<file path="src/rtl/jt5911_ctrl.sv">
// jt5911_ctrl: parallel-request serial master for an ER5911-compatible EEPROM.
// Each accepted command is framed, shifted out on sclk/sdi, and read data is returned in parallel.
module jt5911_ctrl #(
    parameter int unsigned AW      = 7,
    parameter int unsigned DW      = 8,
    parameter int unsigned CLKDIV  = 4,
    parameter int unsigned CSSETUP = 6,
    parameter int unsigned CSLOW   = 6,
    parameter int unsigned TMO     = 1024
) (
    input  logic          clk,
    input  logic          rst,
    input  logic          cmd_valid,
    output logic          cmd_ready,
    input  logic [2:0]    cmd_op,
    input  logic [AW-1:0] cmd_addr,
    input  logic [DW-1:0] cmd_data,
    output logic [DW-1:0] rd_data,
    output logic          rd_valid,
    output logic          done,
    output logic          err,
    output logic          sclk,
    output logic          sdi,
    output logic          scs,
    input  logic          sdo,
    input  logic          rdy
);
    localparam int unsigned FrameW = 5 + AW + DW;
    localparam int unsigned CntW   = $clog2(AW + DW + 6);
    localparam int unsigned DivW   = $clog2(CLKDIV) + 1;
    localparam int unsigned TmoW   = $clog2(TMO + 1);

    localparam logic [2:0] OpRead  = 3'd0;
    localparam logic [2:0] OpWrite = 3'd1;
    localparam logic [2:0] OpEwen  = 3'd2;
    localparam logic [2:0] OpEwds  = 3'd3;
    localparam logic [2:0] OpEral  = 3'd4;

    localparam logic [DivW-1:0] DivRise  = DivW'(CLKDIV - 1);
    localparam logic [DivW-1:0] DivEnd   = DivW'(2 * CLKDIV - 1);
    localparam logic [CntW-1:0] CntSetup = CntW'(CSSETUP - 1);
    localparam logic [CntW-1:0] CntCmd   = CntW'(4 + AW);
    localparam logic [CntW-1:0] CntWr    = CntW'(DW - 1);
    localparam logic [CntW-1:0] CntRd    = CntW'(DW);
    localparam logic [CntW-1:0] CntLow   = CntW'(CSLOW - 1);
    localparam logic [TmoW-1:0] TmoLast  = TmoW'(TMO - 1);

    typedef enum logic [3:0] {
        StIdle, StIll, StCsup, StPre, StCmd, StWdat, StRdin, StPoll, StCsdn
    } state_e;

    state_e              r_state;
    logic [2:0]          r_op;
    logic [FrameW-1:0]   r_sh;
    logic [DW-1:0]       r_rsh;
    logic [CntW-1:0]     r_cnt;
    logic [DivW-1:0]     r_div;
    logic [TmoW-1:0]     r_tmo;
    logic                r_seen0;
    logic [1:0]          r_hi;
    logic                r_ready;
    logic [DW-1:0]       r_rd_data;
    logic                r_rd_valid;
    logic                r_done;
    logic                r_err;
    logic                r_sclk;
    logic                r_sdi;
    logic                r_scs;

    logic [3:0]          w_nib;
    logic [AW-1:0]       w_addr;
    logic [DW-1:0]       w_data;
    logic [FrameW-1:0]   w_frame;
    logic                w_illegal;
    logic [1:0]          w_hi_n;
    logic                w_poll_ok;

    // Frame is start bit, opcode nibble, address, data; unused fields are zero.
    always_comb begin
        w_nib  = 4'b0000;
        w_addr = '0;
        w_data = '0;
        case (cmd_op)
            OpRead:  begin w_nib = 4'b1000; w_addr = cmd_addr; end
            OpWrite: begin w_nib = 4'b1100; w_addr = cmd_addr; w_data = cmd_data; end
            OpEwen:  w_nib = 4'b0011;
            OpEwds:  w_nib = 4'b0000;
            OpEral:  w_nib = 4'b0010;
            default: w_nib = 4'b0000;
        endcase
    end

    assign w_frame   = {1'b1, w_nib, w_addr, w_data};
    assign w_illegal = (cmd_op > OpEral);

    // Busy end: a 0->1 on rdy, or a steady high rdy once the EEPROM has had time to drop it.
    always_comb begin
        w_hi_n = 2'd0;
        if (rdy) w_hi_n = (r_hi == 2'd3) ? 2'd3 : r_hi + 2'd1;
    end
    assign w_poll_ok = rdy && (r_seen0 || (w_hi_n == 2'd3 && r_tmo >= TmoW'(3)));

    always_ff @(posedge clk or posedge rst) begin
        if (rst) begin
            r_state    <= StIdle;
            r_op       <= '0;
            r_sh       <= '0;
            r_rsh      <= '0;
            r_cnt      <= '0;
            r_div      <= '0;
            r_tmo      <= '0;
            r_seen0    <= 1'b0;
            r_hi       <= '0;
            r_ready    <= 1'b1;
            r_rd_data  <= '0;
            r_rd_valid <= 1'b0;
            r_done     <= 1'b0;
            r_err      <= 1'b0;
            r_sclk     <= 1'b0;
            r_sdi      <= 1'b0;
            r_scs      <= 1'b0;
        end else begin
            r_done     <= 1'b0;
            r_rd_valid <= 1'b0;
            unique case (r_state)
                StIdle: begin
                    if (cmd_valid && r_ready) begin
                        r_ready <= 1'b0;
                        r_op    <= cmd_op;
                        r_sh    <= w_frame;
                        if (w_illegal) begin
                            r_err   <= 1'b1;
                            r_state <= StIll;
                        end else begin
                            r_err   <= 1'b0;
                            r_scs   <= 1'b1;
                            r_cnt   <= CntSetup;
                            r_state <= StCsup;
                        end
                    end
                end
                StIll: begin
                    r_done  <= 1'b1;
                    r_ready <= 1'b1;
                    r_state <= StIdle;
                end
                StCsup: begin
                    if (r_cnt == '0) begin
                        r_div   <= '0;
                        r_sdi   <= 1'b0;
                        r_state <= StPre;
                    end else begin
                        r_cnt <= r_cnt - 1'b1;
                    end
                end
                StPre, StCmd, StWdat, StRdin: begin
                    r_div <= r_div + 1'b1;
                    if (r_div == DivRise) r_sclk <= 1'b1;
                    // Falling edge: sample sdo, present the next bit, advance the bit count.
                    if (r_div == DivEnd) begin
                        r_sclk <= 1'b0;
                        r_div  <= '0;
                        r_rsh  <= {r_rsh[DW-2:0], sdo};
                        case (r_state)
                            StPre: begin
                                r_sdi   <= r_sh[FrameW-1];
                                r_sh    <= {r_sh[FrameW-2:0], 1'b0};
                                r_cnt   <= CntCmd;
                                r_state <= StCmd;
                            end
                            StCmd: begin
                                if (r_cnt != '0) begin
                                    r_sdi <= r_sh[FrameW-1];
                                    r_sh  <= {r_sh[FrameW-2:0], 1'b0};
                                    r_cnt <= r_cnt - 1'b1;
                                end else begin
                                    case (r_op)
                                        OpRead: begin
                                            r_sdi   <= 1'b0;
                                            r_cnt   <= CntRd;
                                            r_state <= StRdin;
                                        end
                                        OpWrite: begin
                                            r_sdi   <= r_sh[FrameW-1];
                                            r_sh    <= {r_sh[FrameW-2:0], 1'b0};
                                            r_cnt   <= CntWr;
                                            r_state <= StWdat;
                                        end
                                        OpEral: begin
                                            r_sdi   <= 1'b0;
                                            r_tmo   <= '0;
                                            r_seen0 <= 1'b0;
                                            r_hi    <= '0;
                                            r_state <= StPoll;
                                        end
                                        default: begin
                                            r_scs   <= 1'b0;
                                            r_sdi   <= 1'b0;
                                            r_cnt   <= CntLow;
                                            r_state <= StCsdn;
                                        end
                                    endcase
                                end
                            end
                            StWdat: begin
                                if (r_cnt != '0) begin
                                    r_sdi <= r_sh[FrameW-1];
                                    r_sh  <= {r_sh[FrameW-2:0], 1'b0};
                                    r_cnt <= r_cnt - 1'b1;
                                end else begin
                                    r_scs   <= 1'b0;
                                    r_sdi   <= 1'b0;
                                    r_cnt   <= CntLow;
                                    r_state <= StCsdn;
                                end
                            end
                            default: begin
                                if (r_cnt != '0) begin
                                    r_cnt <= r_cnt - 1'b1;
                                end else begin
                                    r_rd_data  <= {r_rsh[DW-2:0], sdo};
                                    r_rd_valid <= 1'b1;
                                    r_scs      <= 1'b0;
                                    r_cnt      <= CntLow;
                                    r_state    <= StCsdn;
                                end
                            end
                        endcase
                    end
                end
                StPoll: begin
                    r_tmo <= r_tmo + 1'b1;
                    r_hi  <= w_hi_n;
                    if (!rdy) r_seen0 <= 1'b1;
                    if (w_poll_ok || r_tmo == TmoLast) begin
                        if (!w_poll_ok) r_err <= 1'b1;
                        r_scs   <= 1'b0;
                        r_cnt   <= CntLow;
                        r_state <= StCsdn;
                    end
                end
                StCsdn: begin
                    if (r_cnt == '0) begin
                        r_done  <= 1'b1;
                        r_ready <= 1'b1;
                        r_state <= StIdle;
                    end else begin
                        r_cnt <= r_cnt - 1'b1;
                    end
                end
                default: r_state <= StIdle;
            endcase
        end
    end

    assign cmd_ready = r_ready;
    assign rd_data   = r_rd_data;
    assign rd_valid  = r_rd_valid;
    assign done      = r_done;
    assign err       = r_err;
    assign sclk      = r_sclk;
    assign sdi       = r_sdi;
    assign scs       = r_scs;

endmodule
</file>
<file path="config.mk">
export PLATFORM = sky130hd
export DESIGN_NAME = jt5911_ctrl
export DESIGN_NICKNAME = d
export VERILOG_FILES = /design/src/rtl/jt5911_ctrl.sv
export SDC_FILE = /design/constraint.sdc
export NUM_CORES = 1
export LEC_CHECK = 0
export ABC_AREA = 1
export BUFFER_PORTS_ARGS = -buffer_cell sky130_fd_sc_hd__buf_2
export CAP_MARGIN = 20
export CORE_ASPECT_RATIO = 1.2
export CORE_MARGIN = 4
export CORE_UTILIZATION = 35
export CTS_CLUSTER_SIZE = 8
export DETAILED_ROUTE_END_ITERATION = 7
export PLACE_DENSITY = 0.56
export SLEW_MARGIN = 40
export SYNTH_ARGS = -nofsm -noshare
export SYNTH_HDL_FRONTEND = slang
export SYNTH_SLANG_ARGS = --single-unit
</file>
<file path="constraint.sdc">
create_clock -name clk -period 5.8 [get_ports clk]
set_input_delay 0.29 -clock clk [delete_from_list [all_inputs] [get_ports clk]]
set_output_delay 0.29 -clock clk [all_outputs]
set_load 0.02 [all_outputs]
</file>
Word-level counts from Yosys, hierarchy flattened
Cells that the tools add are included.
W data, S select, Z words.
{"block": "totals", "ff_bits": 71, "in_bits": 23, "output_inout_bits": 15, "wordCells": 184}
{"block": "classes", "addsub": 4, "n_lt_le_gt_ge": 2, "eq_ne": 38, "muxes": 84, "n_bitwise": 2, "reduce_logical": 37}
{"cell": "$mux W20", "n": 5}
{"cell": "$pmux W20 S3", "n": 1}
{"cell": "$mux W11", "n": 4}
{"cell": "$pmux W20 S2", "n": 1}
{"cell": "$mux W5", "n": 7}
{"cell": "$mux W1", "n": 30}
{"cell": "$mux W4", "n": 7}
{"cell": "$ne A2 B2 Y1 const B", "n": 12}
{"cell": "$pmux W11 S2", "n": 1}
{"cell": "$pmux W4 S5", "n": 1}
{"cell": "$pmux W5 S4", "n": 1}
{"cell": "$eq A4 B3 Y1 const B", "n": 4}
{"cell": "$pmux W4 S4", "n": 1}
{"cell": "$pmux W5 S3", "n": 1}
{"cell": "$mux W2", "n": 7}
{"cell": "$reduce_and A7 Y1", "n": 2}
{"cell": "$ne A3 B3 Y1 const B", "n": 4}
{"cell": "$pmux W4 S3", "n": 1}
{"cell": "$reduce_and A4 Y1", "n": 3}
{"cell": "$reduce_and A6 Y1", "n": 2}
{"cell": "$add A11 B1 Y11 const B", "n": 1}
{"cell": "$eq A11 B10 Y1 const B", "n": 1}
{"cell": "$ge A11 B2 Y1 const B", "n": 1}
{"cell": "$pmux W1 S2", "n": 5}
{"cell": "other kinds (39)", "n": 64}

Depth between registers and ports, before layout
Gate-level depths: netlist of run 1.
{"block": "depth", "depth_word": 10, "depth_mapped": 14, "depth_no_buf": 14}

Worst setup path after synthesis of run 1
No wires, ideal clock.
{"block": "synth_path", "path_type": "flip-flop to flip-flop", "start": "reg r_state[3]", "end": "reg r_rd_data[6] (netlist: rd_data[6])", "setup_ns": 0.125, "t_arrival_ns": 1.638, "t_required_ns": 5.675, "path_slack_ns": 4.037, "stages_incl_launch_ff": 8, "n_path_buf": 1, "period_less_slack_ns": 1.763, "cell_sequence": "dfrtp_1 > nor2_1 > nand2_2 > nand2_2 > buf_6 > nand2_4 > nor4_4 > mux2_2"}
{"block": "synth_between", "elab_chain_len": 4, "word_cells_on_any_way": 8, "cone_classes": "eq/ne: 4; bitwise: 1; reduce/logical: 3"}
{"item": "start: declaration", "line_no": "52", "rtl": "state_e r_state;"}
{"item": "start signal: assignment", "line_no": "105", "rtl": "r_state <= StIdle;"}
{"item": "start signal: assignment", "line_no": "133", "rtl": "r_state <= StIll;"}
{"item": "start signal: assignment", "line_no": "138", "rtl": "r_state <= StCsup;"}
{"item": "$eq A4 B3 Y1 or $eq A4 B2 Y1 (tied branches)", "line_no": "125, 164"}
{"item": "$reduce_or A3 Y1 (no source line)"}
{"item": "$not A1 Y1 (no source line)"}
{"item": "$reduce_and A4 Y1 (no source line) (*)"}
{"item": "end signal: assignment", "line_no": "221", "rtl": "r_rd_data <= {r_rsh[DW-2:0], sdo};"}
{"item": "end: declaration", "line_no": "62", "rtl": "logic [DW-1:0] r_rd_data;"}
Every way passes the cells marked *; elsewhere a longest branch is shown, timed or not.
A chain may end at the register's enable or synchronous reset.

Worst setup path after layout of run 1
{"block": "layout_path", "start": "reg r_state[1]", "end": "reg r_sh[0]"}
{"block": "layout_between", "elab_chain_len": 4, "word_cells_on_any_way": 16, "cone_classes": "eq/ne: 9; mux: 3; reduce/logical: 4"}
{"item": "$eq A4 B3 Y1, or another cell as far along", "line_no": "125, 164"}
{"item": "$reduce_or A4 Y1 or $pmux W20 S3 (tied branches)", "line_no": "125, 164"}
{"item": "$ne A4 B4 Y1 (no source line), or another cell as far along"}
{"item": "$reduce_and A6 Y1 (no source line) or $pmux W20 S2 (tied branches)"}
{"item": "end signal: assignment", "line_no": "130", "rtl": "r_sh <= w_frame;"}
{"item": "end signal: assignment", "line_no": "167", "rtl": "r_sh <= {r_sh[FrameW-2:0], 1'b0};"}
{"item": "end signal: assignment", "line_no": "174", "rtl": "r_sh <= {r_sh[FrameW-2:0], 1'b0};"}
{"item": "end: declaration", "line_no": "54", "rtl": "logic [FrameW-1:0] r_sh;"}
Several ways; a longest one is shown, not always the timed one. The select of a mux whose other input is x is not followed.

==> impl_metrics.json, run 1 <==
{
  "worstPathArrival_ns": 2.68,
  "cp-end-kind": "register",
  "hold_violations": 0,
  "p_sw_mw": 0.803,
  "antenna_left": 0,
  "clock_skew_ns": 0.00617,
  "critPathSlowestCell": "dfrtp_1",
  "die_area_sq_mm": 0.0124,
  "cp_slowest_stage_delay_ns": 0.45,
  "drc": 0,
  "holdWs_ns": 0.118,
  "layout_commonest_cell": "nand2_1",
  "root_buffer": "clkbuf_16",
  "r2r-end": "r_sh[0]",
  "tightest_slew_ns": 0.647,
  "dpl.hpwl_um": 5770,
  "synth_cells": 480,
  "vias_per_cell": 4.82,
  "cts_htree_levels": 3,
  "cts.sinks": 71,
  "synth.net_count": 507,
  "p_seq_share_pct": 33.9,
  "crit_fanout": 36,
  "yosysUniqueCellTypes": 39,
  "finalWirelength_um": 8130,
  "crit_family": "simple AND/OR/NAND/NOR gates",
  "max_freq_mhz": 414,
  "report.final.slew_viol_count": 0,
  "grt_use_total_pct": 14.3,
  "synth_edf_count": 0,
  "crit_chain": "nand2_2, nand2_1, nand2_2, inv_2, nor2_1, nor2_1, nand2_2, inv_2, nand3b_1, o21ai_1",
  "placementRows": 41,
  "synthesis.area_sq_mm": 0.00375,
  "swShare_pct": 39.4,
  "initial_utilization_pct": 35.6,
  "numPortBuffers": 37,
  "syn_avg_cell_area_sq_um": 7.80,
  "final_cell_mix": "117 x nand2_1, 70 x inv_1, 70 x dfrtp_1",
  "core_sq_mm": 0.0105,
  "fin_nets": 548,
  "fillers": 1056,
  "grt_pass1_wl_um": 14100,
  "clockPowerShare_pct": 30.0,
  "ys_seq_area_share_pct": 47.5,
  "clk_pin_slew_worst_paths_ns": 0.06,
  "setup_viol": 0,
  "start_kind": "register",
  "finalSetupTns_ns": 0,
  "area_growth_pct": 16.8,
  "wl_per_cell_um": 12.4,
  "yosysTopAreaCellShare_pct": 46.8,
  "antenna_cells": 0,
  "powerDensity_mw_per_mm2": 466,
  "routabilityCongestion": 0.915,
  "clk_latency_ns": 0.34,
  "dr.pass1.iters": 4,
  "grt_pass1_vias": 3052,
  "ys_warn_count": 0,
  "post-route-util_pct": 41.6,
  "critical_path_buf_inv_count": 2,
  "synthArstFlopShare_pct": 100,
  "antenna_found_initial": 0,
  "cts_tree": "built",
  "drt_iter0_markers": 207,
  "reg2regPathDepth": 10,
  "grt_overflow": 0,
  "synthFlopType": "dfrtp_1",
  "required_ns": 6.06,
  "leakage_nw": 2.22,
  "vias": 3156,
  "synth_area_leader_cell": "dfrtp_1",
  "crit_top_cell": "nand2_2",
  "holdBufCountCts": 0,
  "intPower_mw": 1.24,
  "timing.final.crit_share_pct": 41.6,
  "r2r_slack_ns": 3.39,
  "critPathKind": "register to register",
  "p_comb_share_pct": 36.1,
  "min_period_ns": 2.41,
  "post_cts_buffers": 0,
  "min_path_type": "input port to asynchronous set/reset pin",
  "status": "finished clean",
  "timing.rr.start": "r_state[1]",
  "chipWidth_um": 102,
  "cts-buffers-inserted": 9,
  "maxSlewHeadroom_pct": 56.9,
  "rsz0062_at_grt": "false",
  "cts-resized-gates": 0,
  "ys_ff_latch": 71,
  "crit_cells": 10,
  "synth_area_leaders": "dfrtp_1 47%, nand2_1 12%, inv_1 7.1%",
  "max-clock-path-buffers": 2,
  "ioPinCount": 38,
  "drive_gt1_share_pct": 15.6,
  "peakVddDrop_mv": 0.168,
  "cap_viol_max_count": 0,
  "dieHeight_um": 121,
  "grt_max_degree": 72
}
## kinds of logic after synthesis
| group | synth area share, % |
|---|---|
| DFF | 47.5 |
| xor gates and xnor gates | 1.40 |
| AOI/OAI and AO/OA | 13.1 |
| muxes | 0.601 |
| adders and majority gates | 1.34 |
| buffers and inverters | 9.25 |
| and+or+nand+nor | 26.9 |
## area by class of cell
type	count	area (sq um)	share of cell area [%]
Multi-Input combinational cell	326	1620	37.1
Clock buffer	10	239	5.46
Timing Repair Buffer	39	204	4.66
Clock inverter	6	93.8	2.14
Inverter	74	278	6.35
Sequential cell	71	1780	40.6
Tap cell	129	161	3.69
## registers in the layout, indices dropped and copies added (netlist names), 2 cells and up
register,cells
r_op,3
r_cnt,5
r_hi,2
r_div,3
r_rsh,7
r_tmo,11
rd_data,8
r_state,4
r_sh,20
## worst max-delay path by stage
stage	from	end	slack [ns]
2_1_floorplan	rst	done	3.72
3_5_place_dp	r_state[3]	rd_data[6]	3.34
4_1_cts	r_state[3]	rd_data[6]	3.34
5_1_grt	r_state[1]	r_sh[0]	3.02
3_3_place_gp	r_state[3]	rd_data[7]	3.37
6_report	r_state[1]	r_sh[0]	3.39
## worst register-to-register path: cells and delay by family, from the launching register on
family,cells,cell delay (ns)
compound gates,1,0.09
buf+inv,2,0.82
flops,1,0.45
simple gates,7,0.97
## stage by stage
stage	cells	instance area [sq um]	power (mW)	worst slack [ns]
2_1_floorplan	480	3750	1.30	3.72
3_3_place_gp	638	4030	1.43	3.37
3_5_place_dp	638	4040	1.44	3.34
4_1_cts	654	4370	2.06	3.34
5_1_grt	655	4380	2.22	3.02
6_report	655	4380	2.04	3.39
## metal layers
metal	global-route usage, %	wire, um	share of wire, %	vias to the layer above
li1	-	-	-	1623
met1	18.4	3700	46	1452
met2	22.7	3890	48	64
met3	3.16	335	4.1	17
met4	6.48	200	2.5	0
met5	0	0	0	-
## power groups by stage
stage / registers, mW / logic, mW / clock network (mW)
3_3_place_gp: 0.696 / 0.732 / 0
3_5_place_dp: 0.698 / 0.741 / 0
4_1_cts: 0.691 / 0.743 / 0.629
6_report: 0.691 / 0.736 / 0.611
5_1_grt: 0.706 / 0.858 / 0.652
2_1_floorplan: 0.704 / 0.598 / 0
## cells in the mapped netlist (all sizes together) (4+ instances only)
| master | count |
|---|---|
| xor2 | 5 |
| dfrtp | 70 |
| nor3 | 9 |
| nand2 | 124 |
| o21ai | 51 |
| ha | 4 |
| o22ai | 10 |
| nor2 | 55 |
| nand3 | 24 |
| a21oi | 18 |
| nand4 | 6 |
| buf | 6 |
| inv | 74 |
Power figures use the tool's default switching activity.
==> run 2: changes to the inputs <==
--- a/config.mk
+++ b/config.mk
@@ -5,7 +5,7 @@
 export SDC_FILE = /design/constraint.sdc
 export NUM_CORES = 1
 export LEC_CHECK = 0
-export ABC_AREA = 1
+export ABC_AREA = 0
 export BUFFER_PORTS_ARGS = -buffer_cell sky130_fd_sc_hd__buf_2
 export CAP_MARGIN = 20
 export CORE_ASPECT_RATIO = 1.2
@@ -13,7 +13,7 @@
 export CORE_UTILIZATION = 35
 export CTS_CLUSTER_SIZE = 8
 export DETAILED_ROUTE_END_ITERATION = 7
-export PLACE_DENSITY = 0.56
+export PLACE_DENSITY = 0.58
 export SLEW_MARGIN = 40
 export SYNTH_ARGS = -nofsm -noshare
 export SYNTH_HDL_FRONTEND = slang
==> constraint.sdc (replaced) <==
create_clock -name clk -period 2.2 [get_ports clk]
set_input_delay 0.11 -clock clk [delete_from_list [all_inputs] [get_ports clk]]
set_output_delay 0.11 -clock clk [all_outputs]
set_load 0.02 [all_outputs]
==> run 2 against run 1 <==
Effect of this change:
- clock-buffer cell count is 1 lower
- register-to-register slack worse by 3.3 ns
- sequential share of layout area down 2.3 points
- synthesized area decreased by 0.73%
- worst hold slack got worse by 0.071 ns
- total power increased by 34%
- global-route usage is 1.7 points higher
- critical path depth increased by 1
- die area decreased by 0.68%
- critical path type unchanged
- critical endpoint is now r_cnt[2]
- largest power group is now the clock network
==> impl_metrics.json, run 2 <==
{
  "clk_pin_slew_worst_paths_ns": 0.06,
  "timing.final.crit_share_pct": 96.1,
  "root_buffer": "clkbuf_16",
  "regMostFlops": "r_sh",
  "vias": 3228,
  "maxSlewHeadroom_pct": 68.4,
  "min_period_ns": 2.11,
  "grt_use_total_pct": 16.0,
  "cap_viol_max_count": 0,
  "hold_path_end": "r_op[0]",
  "tightest_slew_ns": 0.469,
  "antenna_left": 0,
  "dieHeight_um": 121,
  "worstPathArrival_ns": 2.32,
  "max_freq_mhz": 473,
  "ioPinCount": 38,
  "drive_gt1_share_pct": 27.1,
  "reg2regPathDepth": 11,
  "synth_edf_count": 0,
  "cts-buffers-inserted": 9,
  "synthArstFlopShare_pct": 100,
  "synth_area_leader_cell": "dfrtp_1",
  "die_area_sq_mm": 0.0123,
  "final_cell_mix": "69 x dfrtp_1, 58 x nand2_1, 42 x nor2_1",
  "critPathSlowestCell": "dfrtp_1",
  "yosysTopAreaCellShare_pct": 47.1,
  "cp-end-kind": "register",
  "r2r-end": "r_cnt[2]",
  "crit_chain": "inv_1, ha_2, buf_6, nor4b_4, buf_4, a31oi_1, nand3_1, a211oi_4, buf_6, mux2i_1, nand2_1",
  "dr.pass1.iters": 4,
  "leakage_nw": 2.22,
  "holdWs_ns": 0.0471,
  "required_ns": 2.40,
  "r2r_slack_ns": 0.09,
  "drt_iter0_markers": 157,
  "hold_violations": 0,
  "cp_slowest_stage_delay_ns": 0.39,
  "ys_warn_count": 0,
  "cts.sinks": 71,
  "start_kind": "register",
  "min_path_type": "input port to register",
  "peakVddDrop_mv": 0.432,
  "grt_pass1_vias": 3165,
  "holdPathStages": 3,
  "grt_max_degree": 72,
  "wl_per_cell_um": 15.2,
  "numPortBuffers": 37,
  "drc": 0,
  "crit_top_cell": "buf_6",
  "fin_nets": 498,
  "timing.rr.start": "r_cnt[1]",
  "report.final.slew_viol_count": 0,
  "largest_register_ffs": 20,
  "antenna_cells": 0,
  "status": "finished clean",
  "synth_cells": 399,
  "synth.net_count": 426,
  "pre_cts_slack_ns": 0.0191,
  "vias_per_cell": 5.36,
  "synth_area_leaders": "dfrtp_1 47%, nand2_1 5.9%, a21oi_1 4.7%",
  "ys_seq_area_share_pct": 47.8,
  "cts_htree_levels": 3,
  "synthesis.area_sq_mm": 0.00372,
  "layout_commonest_cell": "dfrtp_1",
  "routabilityCongestion": 0.866,
  "yosysMostFrequentCell": "dfrtp_1",
  "yosys-top-cells-count": "70 x dfrtp_1, 58 x nand2_1, 42 x nor2_1",
  "clk_latency_ns": 0.34,
  "cts_tree": "built",
  "critPathKind": "register to register",
  "grt_overflow": 0,
  "placementRows": 40,
  "crit_fanout": 8,
  "grt_pass1_wl_um": 15500,
  "area_growth_pct": 24.9,
  "finalWirelength_um": 9130,
  "core_sq_mm": 0.0102,
  "syn_avg_cell_area_sq_um": 9.32,
  "setup_viol": 0,
  "ys_ff_latch": 71,
  "clock_skew_ns": 0.00674,
  "initial_utilization_pct": 36.4,
  "powerDensity_mw_per_mm2": 590,
  "dpl.hpwl_um": 6530,
  "max-clock-path-buffers": 2,
  "chipWidth_um": 102,
  "rsz0062_at_grt": "true",
  "yosysUniqueCellTypes": 70,
  "antenna_found_initial": 0,
  "timing.final.ws_setup_ns": 0.0864,
  "min_from": "cmd_op[0]",
  "synthFlopType": "dfrtp_1"
}
run 2: changes by cell type after synthesis, sizes merged, moves of 5 or more:
cell    before  now
inv         74    6
nand2      124   58
o21ai       51   23
a21oi       18   36
a22oi        0   16
nand3       24   10
nor2        55   43
o22ai       10    0
clkbuf       3   11
mux2         2    8
nor2b        0    6
nor3         9   14
run 2: metal layers:
metal	GRT usage [%]	wire (um)	vias up
met1	21.5	4210	1557
met3	3.22	358	15
met2	24.4	4360	73
met4	7.88	206	0
met5	0	0	-
li1	-	-	1583
run 2: worst max-delay path: cells and delay by family (launching register included):
kind | cells | cell delay [ns]
buf+inv | 4 | 0.48
compound gates | 2 | 0.40
flops | 1 | 0.39
simple gates | 3 | 0.33
fa+ha+maj | 1 | 0.18
mux | 1 | 0.18
run 2: final cells by class:
class | instances | area (sq um)
inverter | 7 | 26.3
clock inverter | 7 | 47.5
fill | 1033 | 5570
timing repair buffer | 82 | 563
multi-input combinational | 300 | 1850
tap | 126 | 158
sequential | 71 | 1780
clock buffer | 9 | 225
run 2: worst max-delay path by stage:
stage,start,endpoint
6_report,r_cnt[1],r_cnt[2]
2_1_floorplan,r_cnt[0],r_tmo[9]
3_3_place_gp,r_cnt[1],r_cnt[1]
3_5_place_dp,r_cnt[1],r_cnt[1]
5_1_grt,r_cnt[1],scs
4_1_cts,r_cnt[1],r_cnt[1]
run 2: repair_timing:
| action | 4_1_cts | 5_1_grt |
|---|---|---|
| buffers inserted | 0 | 3 |
| setup endpoints to repair | 0 | 20 |
| gates resized for setup | 0 | 10 |
| hold endpoints to repair | 72 | 0 |
| hold buffers | 3 | 0 |
run 2: cell families (layout without fill, tap and decap cells):
group | Yosys count | in the layout | share of synthesized area (%)
and+or+nand+nor | 164 | 164 | 22.2
AOI/OAI and AO/OA | 112 | 112 | 19.9
DFF | 71 | 71 | 47.8
buffers and inverters | 28 | 105 | 3.43
muxes | 11 | 11 | 3.23
xor gates and xnor gates | 9 | 9 | 2.12
adders and majority gates | 4 | 4 | 1.35
run 2: report_power, final:
part	switching, mW	leakage, nW	internal (mW)	total (mW)
Sequential	0.00142	0.962	1.31	1.31
Combinational	0.0511	1.13	0.0335	0.0845
Clock	0.581	0.132	0.764	1.34
run 2: per-stage QoR:
stage | TNS (ns) | area [sq um] | util [%] | power [mW] | cells
CTS | 0 | 4580 | 44.9 | 2.78 | 599
global placement | 0 | 4280 | 41.9 | 1.42 | 580
finish | 0 | 4640 | 45.5 | 2.74 | 602
global route | -0.0645 | 4640 | 45.5 | 2.86 | 602
detailed placement | 0 | 4280 | 41.9 | 1.42 | 580
floorplan | 0 | 3720 | - | 1.37 | 399
==> run 3: changes to the inputs <==
--- a/config.mk
+++ b/config.mk
@@ -13,7 +13,7 @@
 export CORE_UTILIZATION = 35
 export CTS_CLUSTER_SIZE = 8
 export DETAILED_ROUTE_END_ITERATION = 7
-export PLACE_DENSITY = 0.58
+export PLACE_DENSITY = 0.63
 export SLEW_MARGIN = 40
 export SYNTH_ARGS = -nofsm -noshare
 export SYNTH_HDL_FRONTEND = slang
==> run 3 against run 2 <==
Effect of this change:
- die area unchanged
- core utilization up 0.074 points
- clock skew hardly changed
- via count shrank 1.1%
==> impl_metrics.json, run 3 (synthesis results as in run 2) <==
{
  "status": "finished clean",
  "intPower_mw": 2.28,
  "dr.pass1.iters": 4,
  "drt_iter0_markers": 244,
  "placementRows": 40,
  "worstPathArrival_ns": 2.32,
  "cts-buffers-inserted": 9,
  "p_seq_share_pct": 45.4,
  "fin_nets": 495,
  "crit_end": "r_state[0]",
  "r2r_slack_ns": 0.1,
  "grt_pass1_wl_um": 15200,
  "root_buffer": "clkbuf_16",
  "vias": 3192,
  "critPathKind": "register to register",
  "r2r-end": "r_state[0]",
  "critPathSlowestCell": "dfrtp_1",
  "cap_viol_max_count": 0,
  "min_path_type": "input port to register",
  "report.final.slew_viol_count": 0,
  "start_kind": "register",
  "peakVddDrop_mv": 0.411,
  "hold_violations": 0,
  "timing.final.crit_share_pct": 95.6,
  "vias_per_cell": 5.33,
  "antenna_found_initial": 0,
  "critPathLaunch": "r_tmo[0]",
  "regMostFlops": "r_sh",
  "fillers": 1016,
  "routabilityCongestion": 0.882,
  "setup_viol": 0,
  "clk_latency_ns": 0.33,
  "cts.sinks": 71,
  "grt_pass1_vias": 3083,
  "reg2regPathDepth": 6,
  "dieHeight_um": 121,
  "area_growth_pct": 25.1,
  "drc": 0,
  "cts_htree_levels": 3,
  "antenna_cells": 0,
  "cp-end-kind": "register",
  "clock_skew_ns": 0.00699,
  "power_mw": 2.89,
  "leakage_nw": 2.24,
  "chipWidth_um": 102,
  "numPortBuffers": 37,
  "cp_slowest_stage_delay_ns": 0.42,
  "antenna_left": 0,
  "clk_pin_slew_worst_paths_ns": 0.06,
  "grt_max_degree": 72,
  "crit_fanout": 5,
  "crit_chain": "ha_1, nor4_1, and4_1, o21a_1, a211o_1, mux2_2",
  "wl_per_cell_um": 15.1,
  "powerDensity_mw_per_mm2": 620,
  "timing.rr.start": "r_tmo[0]",
  "rsz0062_at_grt": "true",
  "largest_register_ffs": 20,
  "clockPowerShare_pct": 51.7,
  "tightest_slew_ns": 0.437,
  "grt_overflow": 0,
  "finalWirelength_um": 9020,
  "core_sq_mm": 0.0102,
  "max_freq_mhz": 476,
  "p_comb_share_pct": 2.9,
  "cts_tree": "built",
  "die_area_sq_mm": 0.0123,
  "maxSlewHeadroom_pct": 70.7,
  "final_cell_mix": "69 x dfrtp_1, 58 x nand2_1, 42 x nor2_1",
  "dpl.hpwl_um": 6480,
  "max-clock-path-buffers": 2,
  "holdWs_ns": 0.0477,
  "layout_commonest_cell": "dfrtp_1",
  "ioPinCount": 38,
  "grt_use_total_pct": 15.5,
  "initial_utilization_pct": 36.4,
  "required_ns": 2.42,
  "drive_gt1_share_pct": 26.4,
  "swShare_pct": 21.1,
  "min_period_ns": 2.10,
  "p_sw_mw": 0.608
}
## run 3: area by class of cell
class | instances | area (sq um) | share of cell area (%)
Clock inverter | 5 | 56.3 | 1.21
Clock buffer | 11 | 253 | 5.43
Multi-Input combinational cell | 300 | 1850 | 39.7
Sequential cell | 71 | 1780 | 38.2
Tap cell | 126 | 158 | 3.39
Inverter | 7 | 26.3 | 0.565
Timing Repair Buffer | 79 | 533 | 11.5
## run 3: what timing repair did
action	CTS	global route
pin swaps	0	2
endpoints found under the setup margin	2	29
hold endpoints to repair	72	0
resized for setup	1	7
setup buffers	0	1
hold buffers	3	0
## run 3: how the worst min path moves through the flow
| stage | cells after the start | slack (ns) | start | to |
|---|---|---|---|---|
| 6_report | 3 | 0.05 | cmd_op[0] | r_op[0] |
| 5_1_grt | 3 | 0.05 | cmd_op[1] | r_op[1] |
| 4_1_cts | 3 | 0.03 | cmd_op[0] | r_op[0] |
| 3_5_place_dp | 3 | 0.22 | rst | rd_valid |
| 3_3_place_gp | 3 | 0.22 | rst | rd_valid |
| 2_1_floorplan | 2 | 0.22 | cmd_op[0] | r_op[0] |
## run 3: per-layer routing
layer | global-route usage [%] | vias up | wire length [um]
met2 | 23.5 | 70 | 4350
met5 | 0 | - | 0
li1 | - | 1568 | -
met3 | 3.85 | 17 | 294
met4 | 6.23 | 0 | 187
met1 | 21.2 | 1537 | 4190
## run 3: worst max-delay path: cells and delay by family, from the launching register on
kind / cells / cell delay (ns)
compound gates: 2 / 0.47
fa+ha+maj: 1 / 0.25
flops: 1 / 0.42
mux: 1 / 0.35
simple gates: 2 / 0.49
## run 3: power by group through the flow
stage	Clock, mW	Combinational [mW]	Sequential [mW]
after floorplan	0	0.0393	1.33
after global placement	0	0.0808	1.33
after detailed placement	0	0.0821	1.33
after CTS	1.53	0.0865	1.31
after global routing	1.59	0.0966	1.31
final	1.49	0.0841	1.31
## run 3: metrics by stage
step / std cells / utilization, % / setup TNS [ns] / worst slack (ns) / area (sq um)
finish: 599 / 45.6 / 0 / 0.0978 / 4650
global route: 599 / 45.6 / -0.00997 / -0.00473 / 4650
CTS: 598 / 45.2 / 0 / 0.0504 / 4620
detailed placement: 579 / 41.8 / -0.0124 / -0.0124 / 4270
global placement: 579 / 41.8 / 0 / 0.0568 / 4270
floorplan: 399 / - / 0 / 0.216 / 3720
